File: src/rtl/irq_mask_ctrl_pkg.sv
`default_nettype none
// ============================================================================
//  Module   : irq_mask_ctrl_pkg
//  Purpose  : Shared constants for the IRQ mask controller: line count,
//             register offsets, MODE encodings, bus FSM states and the
//             interrupt-ID to line decoder.
//  Ports    : none (package)
//  Revision : 1.0  initial release
// ============================================================================
package irq_mask_ctrl_pkg;

  // The downstream priority encoder handles exactly 8 lines.
  localparam int NUM_IRQ = 8;

  // Register map (bus_addr)
  localparam logic [2:0] REG_ENABLE  = 3'd0;
  localparam logic [2:0] REG_MODE    = 3'd1;
  localparam logic [2:0] REG_PENDING = 3'd2;
  localparam logic [2:0] REG_FORCE   = 3'd3;
  localparam logic [2:0] REG_STATUS  = 3'd4;
  localparam logic [2:0] REG_LOG     = 3'd5;

  // MODE bit encodings
  localparam logic MODE_EDGE  = 1'b0;
  localparam logic MODE_LEVEL = 1'b1;

  // Bus FSM states
  localparam logic [0:0] ST_IDLE = 1'b0;
  localparam logic [0:0] ST_RESP = 1'b1;

  // Interrupt IDs are 1-based. IDs outside 1..NUM_IRQ decode to all-zero,
  // so an out-of-range delivery touches nothing.
  function automatic logic [NUM_IRQ-1:0] id_to_onehot(input logic [7:0] id);
    logic [NUM_IRQ-1:0] oh;
    oh = '0;
    for (int i = 0; i < NUM_IRQ; i++) begin
      oh[i] = (id == 8'(i + 1));
    end
    return oh;
  endfunction

endpackage
`default_nettype wire

File: src/rtl/irq_mask_ctrl_sync.sv
`default_nettype none
// ============================================================================
//  Module   : irq_sync
//  Purpose  : Parameterised 2-flop synchroniser for asynchronous IRQ lines.
//  Ports    : clk   in  1      system clock
//             reset in  1      asynchronous, active-high reset
//             d     in  WIDTH  asynchronous inputs
//             q     out WIDTH  synchronised outputs (2-cycle latency)
//  Revision : 1.0  initial release
// ============================================================================
module irq_sync #(
  parameter int WIDTH = 8
) (
  input  logic             clk,
  input  logic             reset,
  input  logic [WIDTH-1:0] d,
  output logic [WIDTH-1:0] q
);

  (* ASYNC_REG = "TRUE" *) logic [WIDTH-1:0] meta;
  (* ASYNC_REG = "TRUE" *) logic [WIDTH-1:0] sync_q;

  always_ff @(posedge clk or posedge reset) begin
    if (reset) begin
      meta   <= '0;
      sync_q <= '0;
    end else begin
      meta   <= d;
      sync_q <= meta;
    end
  end

  assign q = sync_q;

endmodule
`default_nettype wire

File: src/rtl/irq_mask_ctrl.sv
`default_nettype none
// ============================================================================
//  Module   : irq_mask_ctrl
//  Purpose  : MMIO front end for 8 interrupt lines: per-line enable,
//             edge/level mode, sticky pending, software force, delivery
//             auto-clear and a delivery log.
//  Ports    : clk          in  1        system clock
//             reset        in  1        asynchronous, active-high reset
//             irq_in       in  NUM_IRQ  raw peripheral IRQ lines (async)
//             int_cpu      in  1        delivery strobe from the controller
//             int_id       in  8        delivered interrupt ID (1..8)
//             bus_start    in  1        1-cycle access strobe
//             bus_we       in  1        1=write, 0=read
//             bus_addr     in  3        register index
//             bus_data_in  in  32       write data
//             bus_data_out out 32       read data, valid with bus_done
//             bus_done     out 1        access complete pulse
//             irq_out      out NUM_IRQ  gated lines to the controller
//  Revision : 1.0  initial release
// ============================================================================
module irq_mask_ctrl
  import irq_mask_ctrl_pkg::*;
(
  input  logic               clk,
  input  logic               reset,
  input  logic [NUM_IRQ-1:0] irq_in,
  input  logic               int_cpu,
  input  logic [7:0]         int_id,
  input  logic               bus_start,
  input  logic               bus_we,
  input  logic [2:0]         bus_addr,
  input  logic [31:0]        bus_data_in,
  output logic [31:0]        bus_data_out,
  output logic               bus_done,
  output logic [NUM_IRQ-1:0] irq_out
);

  logic [NUM_IRQ-1:0] sync;
  logic [NUM_IRQ-1:0] sync_prev;
  logic [NUM_IRQ-1:0] sync_edge;
  logic [NUM_IRQ-1:0] src_set;

  logic [NUM_IRQ-1:0] enable;
  logic [NUM_IRQ-1:0] mode;
  logic [NUM_IRQ-1:0] pending;
  logic [NUM_IRQ-1:0] pend_next;

  logic               int_cpu_prev;
  logic [NUM_IRQ-1:0] deliv_hit;
  logic               deliv_valid;
  logic [7:0]         last_id;
  logic [23:0]        deliv_cnt;

  logic [0:0]         state;
  logic               wr;
  logic               rd;
  logic [NUM_IRQ-1:0] wdata;
  logic [NUM_IRQ-1:0] force_set;
  logic [NUM_IRQ-1:0] w1c_clr;
  logic [31:0]        rd_data;

  // Upper write-data bits have no register behind them.
  logic               unused_wdata;
  assign unused_wdata = ^bus_data_in[31:NUM_IRQ];

  // --------------------------------------------------------------------------
  // Input synchronisation and source detection
  // --------------------------------------------------------------------------
  irq_sync #(
    .WIDTH (NUM_IRQ)
  ) u_irq_sync (
    .clk   (clk),
    .reset (reset),
    .d     (irq_in),
    .q     (sync)
  );

  assign sync_edge = sync & ~sync_prev;

  generate
    for (genvar i = 0; i < NUM_IRQ; i++) begin : g_src
      assign src_set[i] = (mode[i] == MODE_LEVEL) ? sync[i] : sync_edge[i];
    end
  endgenerate

  // --------------------------------------------------------------------------
  // Bus decode: writes act on the bus_start edge itself
  // --------------------------------------------------------------------------
  assign wr        = bus_start & bus_we;
  assign rd        = bus_start & ~bus_we;
  assign wdata     = bus_data_in[NUM_IRQ-1:0];
  assign force_set = (wr && bus_addr == REG_FORCE)   ? wdata : '0;
  assign w1c_clr   = (wr && bus_addr == REG_PENDING) ? wdata : '0;

  // --------------------------------------------------------------------------
  // Delivery detection: rising edge of int_cpu with a valid ID
  // --------------------------------------------------------------------------
  assign deliv_hit   = (int_cpu & ~int_cpu_prev) ? id_to_onehot(int_id) : '0;
  assign deliv_valid = |deliv_hit;

  // Sets win over clears so a source event coinciding with a W1C or a
  // delivery is never dropped.
  assign pend_next = (pending & ~(w1c_clr | deliv_hit)) | src_set | force_set;

  // --------------------------------------------------------------------------
  // Read mux (sampled at the access edge, i.e. pre-write values)
  // --------------------------------------------------------------------------
  always_comb begin
    rd_data = '0;
    case (bus_addr)
      REG_ENABLE:  rd_data = 32'(enable);
      REG_MODE:    rd_data = 32'(mode);
      REG_PENDING: rd_data = 32'(pending);
      REG_FORCE:   rd_data = '0;
      REG_STATUS:  rd_data = 32'(sync);
      REG_LOG:     rd_data = {deliv_cnt, last_id};
      default:     rd_data = '0;
    endcase
  end

  // --------------------------------------------------------------------------
  // State
  // --------------------------------------------------------------------------
  always_ff @(posedge clk or posedge reset) begin
    if (reset) begin
      sync_prev    <= '0;
      enable       <= '0;
      mode         <= '0;
      pending      <= '0;
      int_cpu_prev <= 1'b0;
      last_id      <= '0;
      deliv_cnt    <= '0;
      state        <= ST_IDLE;
      bus_data_out <= '0;
      irq_out      <= '0;
    end else begin
      sync_prev    <= sync;
      int_cpu_prev <= int_cpu;
      pending      <= pend_next;

      // A delivered line is held low for this cycle so a re-set pending bit
      // shows up at the controller as a fresh rising edge.
      irq_out      <= pend_next & enable & ~deliv_hit;

      if (deliv_valid) begin
        last_id   <= int_id;
        deliv_cnt <= deliv_cnt + 24'd1;
      end

      if (wr && bus_addr == REG_ENABLE) begin
        enable <= wdata;
      end
      if (wr && bus_addr == REG_MODE) begin
        mode <= wdata;
      end

      // Read data holds across writes and idle cycles until the next read.
      if (rd) begin
        bus_data_out <= rd_data;
      end

      // A new access in RESP keeps us in RESP: one access per cycle.
      state <= bus_start ? ST_RESP : ST_IDLE;
    end
  end

  assign bus_done = (state == ST_RESP);

endmodule
`default_nettype wire
File: config.mk
export PLATFORM = sky130hd
export DESIGN_NAME = irq_mask_ctrl
export DESIGN_NICKNAME = d
export VERILOG_FILES = /design/src/rtl/irq_mask_ctrl_pkg.sv /design/src/rtl/irq_mask_ctrl_sync.sv /design/src/rtl/irq_mask_ctrl.sv
export SDC_FILE = /design/constraint.sdc
export NUM_CORES = 1
export LEC_CHECK = 0
export CORE_MARGIN = 4
export CORE_UTILIZATION = 30
export DETAILED_ROUTE_END_ITERATION = 8
export GPL_TIMING_DRIVEN = 0
export PLACE_DENSITY = 0.6
export SYNTH_ARGS = -nofsm -noshare
export SYNTH_HDL_FRONTEND = slang
export SYNTH_SLANG_ARGS = --single-unit
File: constraint.sdc
create_clock -name clk -period 4.5 [get_ports clk]
set_clock_uncertainty 0.05 [all_clocks]
set_input_delay 0.9 -clock clk [delete_from_list [all_inputs] [get_ports clk]]
set_output_delay 0.9 -clock clk [all_outputs]
set_load 0.05 [all_outputs]
Word-level counts from Yosys, hierarchy flattened
Index checks and enable logic that the tools add are counted.
{"block": "word_totals", "elab_cells": 60, "reg_bits": 122, "out_inout_bits": 41, "in_bits": 56}
{"block": "op_classes", "reduce_logical": 6, "n_eq_ne": 13, "mux": 13, "bitwise_logic": 15, "n_addsub": 1}
{"cell": "$pmux 32 s5", "n": 1}
{"cell": "$and 8x8->8", "n": 4}
{"cell": "$eq 8x3->1 const B", "n": 4}
{"cell": "$add 24x1->24 const B", "n": 1}
{"cell": "$mux 8", "n": 3}
{"cell": "$not 8->8", "n": 3}
{"cell": "$or 8x8->8", "n": 3}
{"cell": "$eq 8x2->1 const B", "n": 2}
{"cell": "$mux 1", "n": 9}
{"cell": "$eq 8x1->1 const B", "n": 1}
{"cell": "$eq 8x4->1 const B", "n": 1}
{"cell": "$reduce_or 8->1", "n": 1}
{"cell": "$eq 3x2->1 const B", "n": 2}
{"cell": "$eq 3x3->1 const B", "n": 2}
{"cell": "$logic_and 1x1->1", "n": 4}
{"cell": "$and 1x1->1", "n": 3}
{"cell": "$eq 3x1->1 const B", "n": 1}
{"cell": "$logic_not 3->1", "n": 1}
{"cell": "$not 1->1", "n": 2}

Logic depth before layout (Yosys ltp)
Gate-level depths: netlist (run 1).
{"block": "depth", "depth_word": 10, "mapped_depth": 6, "depth_no_buf": 4}

Cells and area by module
Synthesis (run 1) repeated with hierarchy kept, for this count alone.
{"block": "unflattened", "hier_cells": 417, "area_unflattened_um2": 5027.3}
{"module": "irq_mask_ctrl", "seq_area_each_um2": 2652.5, "n_inst": 1, "area_each_um2": 4623.2, "cells_each": 400}
{"module": "irq_sync", "seq_area_each_um2": 400.4, "n_inst": 1, "area_each_um2": 404.1, "cells_each": 17}

Worst setup path before layout (run 1)
No wires, ideal clock.
{"block": "synth_timing", "path_kind": "input port to flip-flop", "start": "input int_id[5]", "end": "register deliv_cnt[19]", "t_arrival_ps": 2084, "slack_ps": 2243, "path_stages": 4, "cell_sequence": "nor4_4 nand4_2 or4_1 xnor2_1"}
{"block": "synth_via", "elab_chain_len": 3}
{"item": "start: declaration", "line": "irq_mask_ctrl.sv:28", "source": "input logic [7:0] int_id,"}
{"item": "$eq 8x1->1, or another cell as far along", "line": "irq_mask_ctrl_pkg.sv:37", "source": "oh[i] = (id == 8'(i + 1));"}
{"item": "$mux 8 *", "line": "irq_mask_ctrl.sv:98", "source": "assign deliv_hit = (int_cpu & ~int_cpu_prev) ? id_to_onehot(int_id) : '0;"}
{"item": "$reduce_or 8->1 *", "line": "irq_mask_ctrl.sv:99", "source": "assign deliv_valid = |deliv_hit;"}
{"item": "end signal: assignment", "line": "irq_mask_ctrl.sv:147", "source": "deliv_cnt <= deliv_cnt + 24'd1;"}
{"item": "end: declaration", "line": "irq_mask_ctrl.sv:52", "source": "logic [23:0] deliv_cnt;"}
Mark *: on every way between the ends. The rest lies on a longest branch, timed or not.
A chain may end at the register's enable or synchronous reset.

Worst setup path in the final report (run 1)
{"block": "layout_timing", "start": "input bus_start", "end": "register irq_out[5]"}
{"block": "layout_via", "elab_chain_len": 10}
{"item": "start: declaration", "line": "irq_mask_ctrl.sv:29", "source": "input logic bus_start,"}
{"item": "$and 1x1->1 *", "line": "irq_mask_ctrl.sv:89", "source": "assign wr = bus_start & bus_we;"}
{"item": "$logic_and 1x1->1", "line": "irq_mask_ctrl.sv:93", "source": "assign w1c_clr = (wr && bus_addr == REG_PENDING) ? wdata : '0;"}
{"item": "$mux 8", "line": "irq_mask_ctrl.sv:93"}
{"item": "$or 8x8->8", "line": "irq_mask_ctrl.sv:103", "source": "assign pend_next = (pending & ~(w1c_clr | deliv_hit)) | src_set | force_set;"}
{"item": "$not 8->8", "line": "irq_mask_ctrl.sv:103"}
{"item": "$and 8x8->8", "line": "irq_mask_ctrl.sv:103"}
{"item": "$or 8x8->8", "line": "irq_mask_ctrl.sv:103"}
{"item": "$or 8x8->8 *", "line": "irq_mask_ctrl.sv:103"}
{"item": "$and 8x8->8 * (2 in series)", "line": "irq_mask_ctrl.sv:143", "source": "irq_out <= pend_next & enable & ~deliv_hit;"}
{"item": "end signal: assignment", "line": "irq_mask_ctrl.sv:143"}
{"item": "end: declaration", "line": "irq_mask_ctrl.sv:35", "source": "output logic [NUM_IRQ-1:0] irq_out"}
Marked as above.

==> flow_summary.yaml, run 1 <==
outcome:
  status: "completed"
detailed_routing:
  via_per_inst: 4.81
  drt_iter0_drc: 223
  drtPass1Iterations: 5
  wire_per_inst_microns: 16.9
  drc: 0
  drt_wl_total_microns: 12100
  drtAntennaViolNets: 0
  vias: 3438
sta:
  worst_pin_slew_ps: 807
  post-route-period-util_pct: 61.7
  min_period_ps: 2780
  fin_ws_ps: 1720
  max-slew-margin-rel_pct: 46.0
  report.final.slew_viol_count: 0
  setup_tns_ps: 0
  fmax_mhz: 360
  finalHoldViolations: 0
  rsz0062_at_grt: "false"
  setup_violations: 0
synthesis:
  synth_area_leaders: "dfrtp_1 (61%), a22o_1 (4.2%), mux2_2 (3.6%)"
  synth_cell_types: 42
  ys_seq_area_share_pct: 61.3
  async_reset_ff_share_pct: 100
  ys_warn_count: 0
  syn-cell-area_sq_um: 4980
  ys_ff_latch: 122
  synth-main-ff-cell: "dfrtp_1"
  synth_area_leader_cell: "dfrtp_1"
  synth_edf_count: 0
  synth_top_area_share_pct: 61.3
  syn_nets: 451
  postSynthAreaPerCell_sq_um: 12.6
  netlist_instances: 394
cts:
  holdBufCountCts: 0
  cts_resized: 0
  clk_pin_slew_ps: 50
  cts.htree.levels: 4
  clock-root-buffer: "clkbuf_16"
  cts_buffers: 17
  cts.sinks: 122
  clkLatencyLatePin_ps: 410
  clk_path_buf_depth: 2
  cts_tree: "built"
  post_cts_buffers: 0
power:
  swShare_pct: 26.3
  vdd_drop_max_mv: 0.269
  powerDensity_nw_per_um2: 440
  total_power_mw: 2.89
  total_leakage_power_nw: 2.83
  seq_power_share_pct: 42.8
  comb_power_share_pct: 13.3
  p_clk_share_pct: 43.9
  p_int_mw: 2.13
  p_sw_mw: 0.758
global_routing:
  grt_antenna_before_repair: 0
  grt_use_total_pct: 13.9
  grt_pass1_vias: 3577
  grt_overflow: 0
  grt_max_degree: 89
  grt_first_pass_wirelength_microns: 19700
placement:
  hpwl_microns: 8420
  port_buffers: 72
  dp.cells: 683
  pre_cts_ws_ps: 1260
  place_congestion: 0.825
critical_path:
  end_kind: "register"
  crit_start: "bus_start"
  critPathKind: "in2reg"
  cp.required_ps: 4740
  crit_fanout: 10
  cpPeakStageDelay_ps: 540
  crit_chain: "clkdlybuf4s50_1 > and3b_1 > clkbuf_1 > and3_1 > buf_2 > a22oi_1 > a211oi_1"
  critPathSlowestCell: "clkdlybuf4s50_1"
  startpoint_type: "input port"
  arrival_ps: 3020
  rr_startpoint: "deliv_cnt[8]$_DFFE_PP0P_"
job:
  maxCapViolations: 0
final_layout:
  final_cells: 715
  mostFrequentLayoutCells: "dfrtp_1 (122), clkdlybuf4s50_1 (72), nand2_1 (30)"
  n_fill_cell: 1496
  layout-drive-gt1-share_pct: 14.2
  antenna_cells: 0
  layout_commonest_cell: "dfrtp_1"
  fin_nets: 543
  syn2layout_area_growth_pct: 31.7
  fin_util_pct: 40.9
die:
  fp.dieArea_sq_um: 18700
  coreArea_sq_um: 16100
  rows: 46
  die_h_microns: 137
  die_w_microns: 137
  io_pins: 97
  start_util_pct: 31.0
worst_hold_path:
  hold_class: "reg2reg"
  hp-start: "u_irq_sync.meta[1]$_DFF_PP0_"
## cells by family (layout without fill, tap and decap cells)
logic type | after synthesis | count (layout) | synth area share (%)
AOI/OAI and AO/OA | 70 | 70 | 9.89
xor gates and xnor gates | 23 | 23 | 4.04
adders and majority gates | 1 | 1 | 0.251
buffers and inverters | 28 | 133 | 2.46
DFF | 122 | 122 | 61.3
muxes | 24 | 24 | 7.23
and+or+nand+nor | 126 | 126 | 14.9
## layer usage
metal / GRT usage, % / wire [microns] / up-vias / share of wire, %
li1: - / - / 1631 / -
met3: 3.53 / 545 / 19 / 4.5
met5: 0 / 0 / - / 0
met1: 17.0 / 5120 / 1714 / 42
met4: 6.10 / 245 / 0 / 2.0
met2: 23.1 / 6170 / 74 / 51
## sequential cells by signal, summed over array words and instances (netlist names)
| register | count |
|---|---|
| bus_done | 1 |
| sync_prev | 8 |
| irq_out | 8 |
| deliv_cnt | 24 |
| pending | 8 |
| last_id | 8 |
| u_irq_sync.q | 8 |
| enable | 8 |
| mode | 8 |
| int_cpu_prev | 1 |
| bus_data_out | 32 |
| u_irq_sync.meta | 8 |
## critical path, delay by kind of cell
family,cells,cell delay (ps)
AO/OA/AOI/OAI,2,480
buffers and inverters,3,1240
AND/OR/NAND/NOR,2,390
## layout make-up
type	instances	area [sq um]	share of cell area (%)
Inverter	9	38.8	0.591
Buffer	19	88.8	1.35
Timing Repair Buffer	73	748	11.4
Clock inverter	12	98.8	1.51
Multi-Input combinational cell	244	1810	27.6
Tap cell	216	270	4.12
Sequential cell	122	3050	46.5
Clock buffer	20	457	6.96
## stage by stage
step	cell area, sq um	hold WS (ps)
after floorplan	4980	281
after global placement	5970	282
after detailed placement	6010	285
after CTS	6560	297
after global routing	6560	298
final	6560	295
## power by group through the flow
stage,logic [mW],registers (mW),clock network (mW)
final,0.383,1.24,1.27
after global routing,0.412,1.25,1.34
after CTS,0.389,1.24,1.29
after detailed placement,0.387,1.25,0
after global placement,0.375,1.25,0
after floorplan,0.147,1.34,0
## cell usage after synthesis, drive strengths merged (2+ instances only)
master	n
a211oi	5
a21oi	9
a222oi	2
a22o	24
a22oi	8
and2	5
and3	2
and4	2
buf	6
clkbuf	13
dfrtp	122
inv	9
mux2	16
mux4	8
nand2	30
nand2b	11
nand3	17
nand3b	2
nand4	11
nor2	5
nor2b	11
nor3	7
nor3b	3
nor4	12
nor4b	2
o21ai	20
or3	2
or4	2
xnor2	13
xor2	10
## path summary, 6_finish.rpt
path | cells past startpoint | slack (ps) | end
max in group asynchronous | 3 | 2890 | pending[0]$_DFF_PP0_
min reg2reg | 0 | 290 | u_irq_sync.q[1]$_DFF_PP0_
min in group asynchronous | 2 | 790 | bus_data_out[12]$_DFFE_PP0P_
max reg2reg | 4 | 2630 | deliv_cnt[20]$_DFFE_PP0P_
min | 0 | 290 | u_irq_sync.q[1]$_DFF_PP0_
max | 7 | 1720 | irq_out[5]$_DFF_PP0_
Power figures use the tool's default switching activity.
==> run 2: changes to the inputs <==
Settings changed: PLACE_DENSITY 0.6 to 0.62.
Clock period 4.5 ns to 2.4 ns, I/O delays scaled along.
==> run 2 against run 1 <==
  * Wire length is 1.2% higher
  * Register-to-register slack worse by 2100 ps
  * Hold slack worse by 0.89 ps
  * Largest cell class unchanged
  * Critical path depth is 3 lower
  * Global-route usage is 0.073 points higher
  * Design area is 0.38% lower
  * Non-clock buffer count is 1 higher
  * Highest routed layer unchanged
  * First-iteration DRC count is 13% higher
  * Count of clock-buffer cells in the layout is 4 higher
  * Final cell count is 0.42% lower
==> flow_summary.yaml, run 2 (synthesis results as in run 1) <==
outcome:
  status: "completed"
final_layout:
  largest_reg_flops: 32
  final_cells: 712
  layout_commonest_cell: "dfrtp_1"
  reg.largest.list: "bus_data_out: 32 flops, deliv_cnt: 24 flops"
  fin_nets: 544
  mostFrequentLayoutCells: "dfrtp_1 (122), clkdlybuf4s50_1 (72), nand2_1 (30)"
  registers.top_by_ff_count: "bus_data_out"
  layout-drive-gt1-share_pct: 13.5
  syn2layout_area_growth_pct: 31.2
  antenna_cells: 0
  design_area_sq_um: 6540
cts:
  post_cts_buffers: 0
  cts.htree.levels: 4
  cts_tree: "built"
  clock-root-buffer: "clkbuf_16"
  holdBufCountCts: 0
  cts_buffers: 17
  cts.sinks: 122
  clk_pin_slew_ps: 50
  clk_path_buf_depth: 2
  clkLatencyLatePin_ps: 410
detailed_routing:
  drc: 0
  drtPass1Iterations: 4
  via_per_inst: 4.85
  vias: 3455
  drtAntennaViolNets: 0
  drt_iter0_drc: 251
  drt_wl_total_microns: 12200
  wire_per_inst_microns: 17.2
critical_path:
  critPathKind: "in2reg"
  cp.required_ps: 2640
  startpoint_type: "input port"
  crit_chain: "clkdlybuf4s50_1 > buf_2 > nor3b_2 > mux2_2"
  end_kind: "register"
  critPathSlowestCell: "nor3b_2"
  crit_fanout: 10
  cpPeakStageDelay_ps: 780
  arrival_ps: 2580
placement:
  placed_cell_area_sq_um: 6040
  place_congestion: 0.817
  dp.cells: 685
  port_buffers: 72
  hpwl_microns: 8540
sta:
  min_period_ps: 2340
  setup_violations: 0
  finalHoldViolations: 0
  report.final.slew_viol_count: 0
  post-route-period-util_pct: 97.5
  max-slew-margin-rel_pct: 40.8
  fmax_mhz: 427
  rsz0062_at_grt: "false"
  worst_pin_slew_ps: 885
global_routing:
  grt_use_total_pct: 13.9
  grt_max_degree: 35
  grt_antenna_before_repair: 0
  grt_pass1_vias: 3633
  use_met3_pct: 4.82
  grt_overflow: 0
  gr-max-usage-layer: "met2"
  grt_use_met1_pct: 17.6
  grt_first_pass_wirelength_microns: 19700
  grt_use_met2_pct: 22.4
power:
  p_sw_mw: 1.32
  p_int_mw: 3.90
  powerDensity_nw_per_um2: 799
  comb_power_share_pct: 13.9
  total_leakage_power_nw: 2.82
  swShare_pct: 25.4
  seq_power_share_pct: 44.4
  vdd_drop_max_mv: 0.514
  p_clk_share_pct: 41.7
die:
  start_util_pct: 31.0
  rows: 46
  die_h_microns: 137
  die_w_microns: 137
  coreArea_sq_um: 16100
  fp.dieArea_sq_um: 18700
  io_pins: 97
job:
  maxCapViolations: 0
worst_hold_path:
  hold_class: "reg2reg"
run 2: changes by cell type in the layout (fill, tap and decap cells not counted), sizes merged:
cell,before,now
clkinv,6,4
clkbuf,33,36
clkinvlp,4,1
inv,10,8
buf,7,9
bufinv,1,0
run 2: cell type report:
| cell class | count | area, sq um |
|---|---|---|
| buffer | 18 | 86.3 |
| clock buffer | 24 | 482 |
| clock inverter | 4 | 20.0 |
| fill | 1478 | 9520 |
| inverter | 9 | 37.5 |
| multi-input combinational | 244 | 1810 |
| sequential | 122 | 3050 |
| tap | 216 | 270 |
| timing repair buffer | 75 | 781 |
run 2: routing by layer:
| layer | vias to the layer above | part of all wire (%) |
|---|---|---|
| li1 | 1618 | - |
| met1 | 1739 | 45 |
| met2 | 87 | 50 |
| met3 | 11 | 4.9 |
| met4 | 0 | 1.0 |
| met5 | - | 0 |
run 2: critical path, delay by kind of cell:
kind          cells  cell delay, ps
buf+inv           2             900
mux               1             410
simple gates      1             780
run 2: power groups by stage:
stage          clock, mW  sequential, mW  combinational [mW]
2_1_floorplan          0            2.51               0.275
3_3_place_gp           0            2.34               0.709
3_5_place_dp           0            2.35               0.734
4_1_cts             2.24            2.32               0.738
5_1_grt             2.33            2.34               0.783
6_report            2.18            2.32               0.727
run 2: final timing paths:
check,startpoint,endpoint,slack (ps),cells past startpoint
worst max-delay path,bus_addr[0],mode[6]$_DFFE_PP0P_,60,4
worst min-delay path,u_irq_sync.meta[5]$_DFF_PP0_,u_irq_sync.q[5]$_DFF_PP0_,290,0
worst max register to register,deliv_cnt[3]$_DFFE_PP0P_,deliv_cnt[23]$_DFFE_PP0P_,530,5
worst min register to register,u_irq_sync.meta[5]$_DFF_PP0_,u_irq_sync.q[5]$_DFF_PP0_,290,0
max in group asynchronous,reset,mode[5]$_DFFE_PP0P_,1040,4
min in group asynchronous,reset,deliv_cnt[13]$_DFFE_PP0P_,460,2
run 2: per-stage QoR:
step,util (%),setup slack (ps),power [mW],hold slack (ps),setup TNS (ps)
2_1_floorplan,-,373,2.79,281,0
3_3_place_gp,37.2,-724,3.05,283,-102610
3_5_place_dp,37.6,-430,3.08,285,-16510
4_1_cts,40.7,0.529,5.29,295,0
5_1_grt,40.7,20.6,5.45,296,0
6_report,40.7,59.5,5.22,294,0
run 2: repair_timing:
| item | 4_1_cts | 5_1_grt |
|---|---|---|
| endpoints found under the hold margin | 0 | 0 |
| endpoints found under the setup margin | 0 | 3 |
| gates resized for setup | 0 | 2 |
